## src/rtl/phase_align.sv

```systemverilog
// -----------------------------------------------------------------------------
// phase_align
//
// Searches the four receiver downsampling phases and DELAY_MAX reference delays
// for the combination where the recovered bit stream (dx) best matches the
// delayed PRBS reference (sx). It then locks onto that combination and keeps
// monitoring the error rate. Lock is dropped when a window exceeds LOSS_THR.
//
// Search sequence, repeated for phase 0..3:
//   SETTLE (SETTLE enabled symbols, nothing counted)
//   MEASURE (WINDOW enabled symbols, one error counter per delay)
//   EVAL (DELAY_MAX scan clocks plus one decision clock)
// The running minimum is carried across all four phases. After phase 3 the
// block settles once more at the best phase and then enters LOCKED.
//
// Ports
//   clk         single clock, rising edge
//   rst         asynchronous active-high reset; search restarts on release
//   enable      symbol strobe; sx/dx sampled only when high
//   sx          reference PRBS bit
//   dx          recovered bit from the receiver
//   start       one-cycle pulse, restarts the search from any state
//   phase_out   downsampling phase for the receiver (registered)
//   best_delay  selected reference delay (registered)
//   lock        high while aligned (registered)
//   err_count   errors in the last completed window (registered)
//   o_dbg_state current FSM state, for debug and checkers
// -----------------------------------------------------------------------------
module phase_align #(
  parameter int WINDOW    = 1024,
  parameter int DELAY_MAX = 32,
  parameter int SETTLE    = 64,
  parameter int LOSS_THR  = WINDOW / 8,
  localparam int DW = $clog2(DELAY_MAX),
  localparam int CW = $clog2(WINDOW) + 1
) (
  input  logic          clk,
  input  logic          rst,
  input  logic          enable,
  input  logic          sx,
  input  logic          dx,
  input  logic          start,
  output logic [1:0]    phase_out,
  output logic [DW-1:0] best_delay,
  output logic          lock,
  output logic [CW-1:0] err_count,
  output logic [2:0]    o_dbg_state
);

  localparam int SW = $clog2((WINDOW > SETTLE) ? WINDOW : SETTLE) + 1;
  localparam int EW = $clog2(DELAY_MAX + 1);

  typedef enum logic [2:0] {
    S_IDLE    = 3'd0,
    S_SETTLE  = 3'd1,
    S_MEASURE = 3'd2,
    S_EVAL    = 3'd3,
    S_LOCKED  = 3'd4
  } state_t;

  state_t              r_state;
  logic [DELAY_MAX-2:0] r_sr;
  logic [CW-1:0]       r_cnt [DELAY_MAX];
  logic [SW-1:0]       r_sym_cnt;
  logic [EW-1:0]       r_eval_idx;
  logic [CW-1:0]       r_min_cnt;
  logic [1:0]          r_min_phase;
  logic [DW-1:0]       r_min_delay;
  logic                r_lock_pend;
  logic [CW-1:0]       r_err_cnt;
  logic [1:0]          r_phase_out;
  logic [DW-1:0]       r_best_delay;
  logic                r_lock;
  logic [CW-1:0]       r_err_out;

  // Tap d is sx delayed by d enabled symbols; tap 0 is the current sx.
  logic [DELAY_MAX-1:0] w_taps;
  logic                 w_miss;
  logic [CW-1:0]        w_err_next;

  assign w_taps     = {r_sr, sx};
  assign w_miss     = w_taps[r_best_delay] ^ dx;
  assign w_err_next = r_err_cnt + {{(CW-1){1'b0}}, w_miss};

  // Reference delay line, advances only on enabled symbols in every state.
  always_ff @(posedge clk or posedge rst) begin
    if (rst) begin
      r_sr <= '0;
    end else if (enable) begin
      r_sr <= w_taps[DELAY_MAX-2:0];
    end
  end

  always_ff @(posedge clk or posedge rst) begin
    if (rst) begin
      r_state      <= S_IDLE;
      for (int d = 0; d < DELAY_MAX; d++) r_cnt[d] <= '0;
      r_sym_cnt    <= '0;
      r_eval_idx   <= '0;
      r_min_cnt    <= '1;
      r_min_phase  <= '0;
      r_min_delay  <= '0;
      r_lock_pend  <= 1'b0;
      r_err_cnt    <= '0;
      r_phase_out  <= '0;
      r_best_delay <= '0;
      r_lock       <= 1'b0;
      r_err_out    <= '0;
    end else if (start) begin
      // Remaining cleanup happens in IDLE on the following clock.
      r_state     <= S_IDLE;
      r_lock      <= 1'b0;
      r_phase_out <= '0;
    end else begin
      case (r_state)
        S_IDLE: begin
          r_phase_out <= '0;
          for (int d = 0; d < DELAY_MAX; d++) r_cnt[d] <= '0;
          r_sym_cnt   <= '0;
          r_eval_idx  <= '0;
          // All-ones exceeds WINDOW, so the first scanned counter always wins.
          r_min_cnt   <= '1;
          r_min_phase <= '0;
          r_min_delay <= '0;
          r_lock_pend <= 1'b0;
          r_err_cnt   <= '0;
          r_state     <= S_SETTLE;
        end

        S_SETTLE: begin
          if (enable) begin
            if (r_sym_cnt == SW'(SETTLE - 1)) begin
              r_sym_cnt <= '0;
              r_err_cnt <= '0;
              r_state   <= r_lock_pend ? S_LOCKED : S_MEASURE;
            end else begin
              r_sym_cnt <= r_sym_cnt + 1'b1;
            end
          end
        end

        S_MEASURE: begin
          if (enable) begin
            for (int d = 0; d < DELAY_MAX; d++) begin
              if (w_taps[d] != dx) r_cnt[d] <= r_cnt[d] + 1'b1;
            end
            if (r_sym_cnt == SW'(WINDOW - 1)) begin
              r_sym_cnt  <= '0;
              r_eval_idx <= '0;
              r_state    <= S_EVAL;
            end else begin
              r_sym_cnt <= r_sym_cnt + 1'b1;
            end
          end
        end

        S_EVAL: begin
          if (r_eval_idx == EW'(DELAY_MAX)) begin
            // Decision clock: the minimum from the last scan step is now valid.
            r_eval_idx <= '0;
            for (int d = 0; d < DELAY_MAX; d++) r_cnt[d] <= '0;
            if (r_phase_out == 2'd3) begin
              r_phase_out  <= r_min_phase;
              r_best_delay <= r_min_delay;
              r_lock       <= 1'b1;
              r_err_out    <= r_min_cnt;
              r_lock_pend  <= 1'b1;
            end else begin
              r_phase_out <= r_phase_out + 1'b1;
            end
            r_state <= S_SETTLE;
          end else begin
            // Strict less-than keeps the earliest phase/delay on ties.
            if (r_cnt[r_eval_idx[DW-1:0]] < r_min_cnt) begin
              r_min_cnt   <= r_cnt[r_eval_idx[DW-1:0]];
              r_min_phase <= r_phase_out;
              r_min_delay <= r_eval_idx[DW-1:0];
            end
            r_eval_idx <= r_eval_idx + 1'b1;
          end
        end

        S_LOCKED: begin
          if (enable) begin
            if (r_sym_cnt == SW'(WINDOW - 1)) begin
              r_sym_cnt <= '0;
              r_err_cnt <= '0;
              r_err_out <= w_err_next;
              if (w_err_next > CW'(LOSS_THR)) begin
                r_lock      <= 1'b0;
                r_phase_out <= '0;
                r_state     <= S_IDLE;
              end
            end else begin
              r_err_cnt <= w_err_next;
              r_sym_cnt <= r_sym_cnt + 1'b1;
            end
          end
        end

        default: r_state <= S_IDLE;
      endcase
    end
  end

  assign phase_out   = r_phase_out;
  assign best_delay  = r_best_delay;
  assign lock        = r_lock;
  assign err_count   = r_err_out;
  assign o_dbg_state = r_state;

endmodule

```

## config.mk

```make
export PLATFORM = sky130hd
export DESIGN_NAME = phase_align
export DESIGN_NICKNAME = d
export VERILOG_FILES = /design/src/rtl/phase_align.sv
export SDC_FILE = /design/constraint.sdc
export NUM_CORES = 1
export LEC_CHECK = 0
export ABC_AREA = 1
export BUFFER_PORTS_ARGS = -buffer_cell sky130_fd_sc_hd__buf_4
export CAP_MARGIN = 5
export CORE_MARGIN = 3
export CORE_UTILIZATION = 50
export DETAILED_ROUTE_END_ITERATION = 12
export PLACE_DENSITY = 0.7
export RECOVER_POWER = 100
export SLEW_MARGIN = 10
export SYNTH_ARGS = -nofsm -noshare
export SYNTH_HDL_FRONTEND = slang
export SYNTH_SLANG_ARGS = --single-unit
```

## constraint.sdc

```tcl
create_clock -name clk -period 42.6 [get_ports clk]
set_input_delay 8.52 -clock clk [delete_from_list [all_inputs] [get_ports clk]]
set_output_delay 8.52 -clock clk [all_outputs]
set_load 0.005 [all_outputs]
```

After elaboration in Yosys (flattened, before gate mapping)
Index checks and enable logic that the tools add are counted.

storage, ports and cells
  flip-flop bits (word level) = 452
  input port bits = 6
  output and inout port bits = 22
  word-level logic and storage cells = 325

operators by class
  add/subtract/negate cells = 36
  $lt $le $gt $ge = 4
  equality and inequality tests = 92
  muxes and demuxes = 94
  bitwise gates (word level) = 3
  reduce and logical (&&, ||, !) cells = 51

operators by type and width
  cell                   number
  $pmux 352 s3           1
  $mux 352               2
  $mux 11                48
  $add 11x1->11 const B  33
  $reduce_and 5->1       34
  $ne 2x2->1 const B     42
  $pmux 11 s3            2
  $bmux 11 s5            1
  $pmux 11 s2            2
  $ne 1x1->1             32
  $mux 3                 10
  $ne 3x3->1 const B     9
  $reduce_and 4->1       5
  $mux 6                 3
  $pmux 6 s3             1
  $mux 2                 8
  $pmux 3 s5             1
  $reduce_and 6->1       2
  $reduce_bool 3->1      4
  $add 11x1->11          1
  $eq 11x10->1 const B   1
  $eq 11x6->1 const B    1
  $gt 11x8->1 const B    1
  $lt 11x11->1           1
  25 further kinds       35

Logic depth before layout (Yosys ltp)
  word-level depth = 10
  mapped depth = 24
  gate-level depth less buffers = 23

Least setup slack after synthesis
Ideal clock, no wire load.

  path type = input to register
  start point = input sx
  end point = register r_phase_out[1] (netlist: phase_out[1])
  library setup time = 0.127 ns
  arrival time = 10.732 ns
  data required time = 42.473 ns
  setup slack = 31.741 ns
  stages = 19
  path buffers = 0
  cells stage by stage = inv_1 o21ai_0 a21oi_1 o22ai_1 o21ai_0 xor2_1 ha_1 ha_1 nand3_1 nor3_1 nand3_1 o21ai_0 nand2_1 nor2_1 nand3_1 nand3_1 nor2_1 nand2_1 o21ai_0

between the ends
  word-level cells in the longest chain between the ends = 7

ends and longest elaborated chain
  element                            RTL line  source
  from (decl)                        40        input logic sx,
  $bmux 1 s5                         82        assign w_miss = w_taps[r_best_delay] ^ dx;
  $mux 1 (not written as such)       82
  $xor 1x1->1                        82
  $add 11x1->11                      83        assign w_err_next = r_err_cnt + {{(CW-1){1'b0}}, w_miss};
  $gt 11x8->1                        189       if (w_err_next > CW'(LOSS_THR)) begin
  $ne 3x3->1 (no source line)        -
  $reduce_and 5->1 (no source line)  -
  to (signal assigned)               163       r_phase_out <= r_min_phase;
  to (signal assigned)               169       r_phase_out <= r_phase_out + 1'b1;
  to (decl)                          71        logic [1:0] r_phase_out;

No other way between the ends. The select of a mux whose other input is x is not followed.
A chain may end at the register's enable or synchronous reset.

==> run summary <==
CTS tree: done
Cell variety after synth: 55
Seq pwr share: 0.360
Synth Flop Type: dfrtp_1
Net Sw Frac: 0.387
Internal: 860 uW
Nets: 3577
Horiz. Die Dim: 236 um
Post-synth EDFFs: 0
skew final: 0.0233 ns
CTS Buf Count: 51
worst setup path class: in2async
Cell Chain, Critical Path: clkbuf_1 -> clkinvlp_2 -> clkbuf_1 -> clkbuf_1
crit end category: asynchronous set/reset pin
area taken by multi-input logic gates: 12400 um2
post-synth top area share: 0.417
Clock Path Buffers: 3
FILL cells: 5000
clk_lat worst skew: 0.60 ns
cell row count: 83
antenna violations before repair: 1
Pre-Repair DR Iteration Count: 6
maximum vdd drop: 0.0446 mV
first-pass GRT wire length: 116 mm
R2R cell count: 20
Sw Pwr: 544 uW
CP top delay family: buffers and inverters
grt total ovfl: 0
Crit. path cell count: 4
# port buffers: 27
DR vias/cell: 5.64
most frequent standard cell in the layout excluding fill and tap cells: nand2_1
initial DRC count: 2322
largest net degree at the start of global routing: 156
pwr dens: 49.5 nW/um2
RD Place Congestion: 0.894
die area: 55800 um2
Slowest cell on crit path: clkbuf_1
Die Height: 236 um
Leakage: 12.5 nW
Slew @ Worst Pin: 8.43 ns
# resized after CTS: 0
area delta synth->final: 6.99%
syn_nets: 3628
Avg WL per Cell: 17.0 um
DP HPWL: 49.3 mm
required time worst endpoint: 42.56 ns
clock root cell: clkbuf_16
Tot GR Track Use: 0.254
slowest cell delay on critical path: 5.99 ns
Yosys warning count: 0
WHS Path Cells: 2
Hold Buf Count CTS: 0
Sink Count: 452
final worst-path cycle share: 0.470
status: complete, but fails checks
Hold Crit Class: reg2reg
Power Total: 1.40 mW
Max Clock Freq: 50.0 MHz
Cells after Synth: 3574
Slew Limit Fails: 596
RSZ-0062 raised after global routing: false
top cells by area, synth: dfrtp_1 42%, nand2_1 9.4%, o21ai_0 8.2%
largest area contributor in the synthesized netlist: dfrtp_1
Final ANT Viol Nets: 0
Logic pwr share: 0.311
Synth async-reset ratio: 1.00
core area: 51800 um2
I/O pin count: 28
commonest cells after routing, fill and taps aside: 667 x nand2_1, 442 x inv_1, 439 x dfrtp_1
mapped cell area: 26500 um2
antenna cells: 0
CTS clk-pin slew, worst paths: 0.07 ns
Initial Util: 0.511
Synth Register Bits: 452
setup total negative slack: 0 ns
Vias: 23900
final setup violation count: 0
syn avg cell area: 7.41 um2
max cap viols: 9
Final min period: 20.00 ns
CP Max Fanout: 155
vias in the first global route: 22000
Routed WL: 72.0 mm
layout cells sized above 1: 0.0446
post-CTS setup buffers: 0
Startpoint Class: primary input
# H-tree levels: 2
Fin. Hold Viols: 0
cell mode on critical path: clkbuf_1
Reg area: 11300 um2
WP buf/inv: 4
crit path DAT: 19.96 ns
Seq/Total Area, Yosys: 0.428
violated checks: max-capacitance violations, max-slew violations
relative slew slack: -4.62
# DRC: 0
clock power share: 0.329
routing by layer:
metal / track usage / wire, um
met1: 0.356 / 32100
met2: 0.405 / 32600
met3: 0.0395 / 4810
met4: 0.0847 / 2460
met5: 0 / 10
synth_stat cells, types with 34 or more instances:
library cell / instances
xor2_1: 34
nand2_1: 661
dfrtp_1: 441
inv_1: 441
ha_1: 48
nand3_1: 293
nor2_1: 288
nor3_1: 107
a21oi_1: 335
clkbuf_1: 100
o21ai_0: 434
nand4_1: 53
power by group through the flow:
| stage | Clock, mW | Combinational (mW) | Sequential (mW) |
|---|---|---|---|
| finish | 0.462 | 0.436 | 0.505 |
| global route | 0.488 | 0.490 | 0.510 |
| CTS | 0.469 | 0.459 | 0.505 |
| detailed placement | 0 | 0.457 | 0.512 |
| global placement | 0 | 0.451 | 0.512 |
| floorplan | 0 | 0.325 | 0.503 |
flip-flops by register name (all words and copies together) (netlist names):
signal / count
r_eval_idx: 6
r_min_delay: 5
r_err_cnt: 11
best_delay: 5
r_cnt: 352
err_count: 11
r_min_phase: 2
o_dbg_state: 3
r_min_cnt: 11
phase_out: 2
r_sr: 31
lock: 1
r_lock_pend: 1
r_sym_cnt: 11
cell type report:
| cell class | instances | area share |
|---|---|---|
| Clock buffer | 68 | 0.0515 |
| Multi-Input combinational cell | 2521 | 0.437 |
| Clock inverter | 24 | 0.00998 |
| Tap cell | 680 | 0.0300 |
| Timing Repair Buffer | 45 | 0.0107 |
| Sequential cell | 452 | 0.400 |
| Inverter | 452 | 0.0604 |
tightest hold or removal path, delay by kind of cell, from the launching register on:
kind / cells / cell delay (ns)
DFF: 1 / 0.37
and+or+nand+nor: 2 / 0.09
stage by stage:
step                instances  instance area, um2   util  worst slack (ns)  hold WS [ns]
finish                   4242               28300  0.547             22.60         0.462
global route             4242               28300  0.547             20.17         0.485
CTS                      4242               28900  0.557             31.58         0.464
detailed placement       4150               27100  0.523             30.97         0.454
global placement         4150               27100  0.523             31.03         0.452
floorplan                3574               26500      -             21.50         0.428
logic make-up after synthesis:
| kind of cell | after synthesis | share of synthesized area |
|---|---|---|
| compound gates | 880 | 0.178 |
| fa+ha+maj | 48 | 0.0227 |
| mux | 2 | 0.000850 |
| flops | 452 | 0.428 |
| buf+inv | 601 | 0.0879 |
| xor+xnor | 55 | 0.0182 |
| simple gates | 1536 | 0.265 |
final timing paths:
| check | start | end | slack [ns] |
|---|---|---|---|
| setup / recovery | rst | r_cnt[254] | 22.60 |
| hold / removal | r_min_cnt[4] | r_min_cnt[4] | 0.46 |
| setup reg to reg | r_eval_idx[0] | r_min_phase[0] | 37.28 |
| hold reg to reg | r_min_cnt[4] | r_min_cnt[4] | 0.46 |
| max in group clk | enable | r_cnt[173] | 29.46 |
| min in group asynchronous | rst | r_cnt[117] | 9.26 |
No activity file was read; power rests on OpenSTA's default activity.
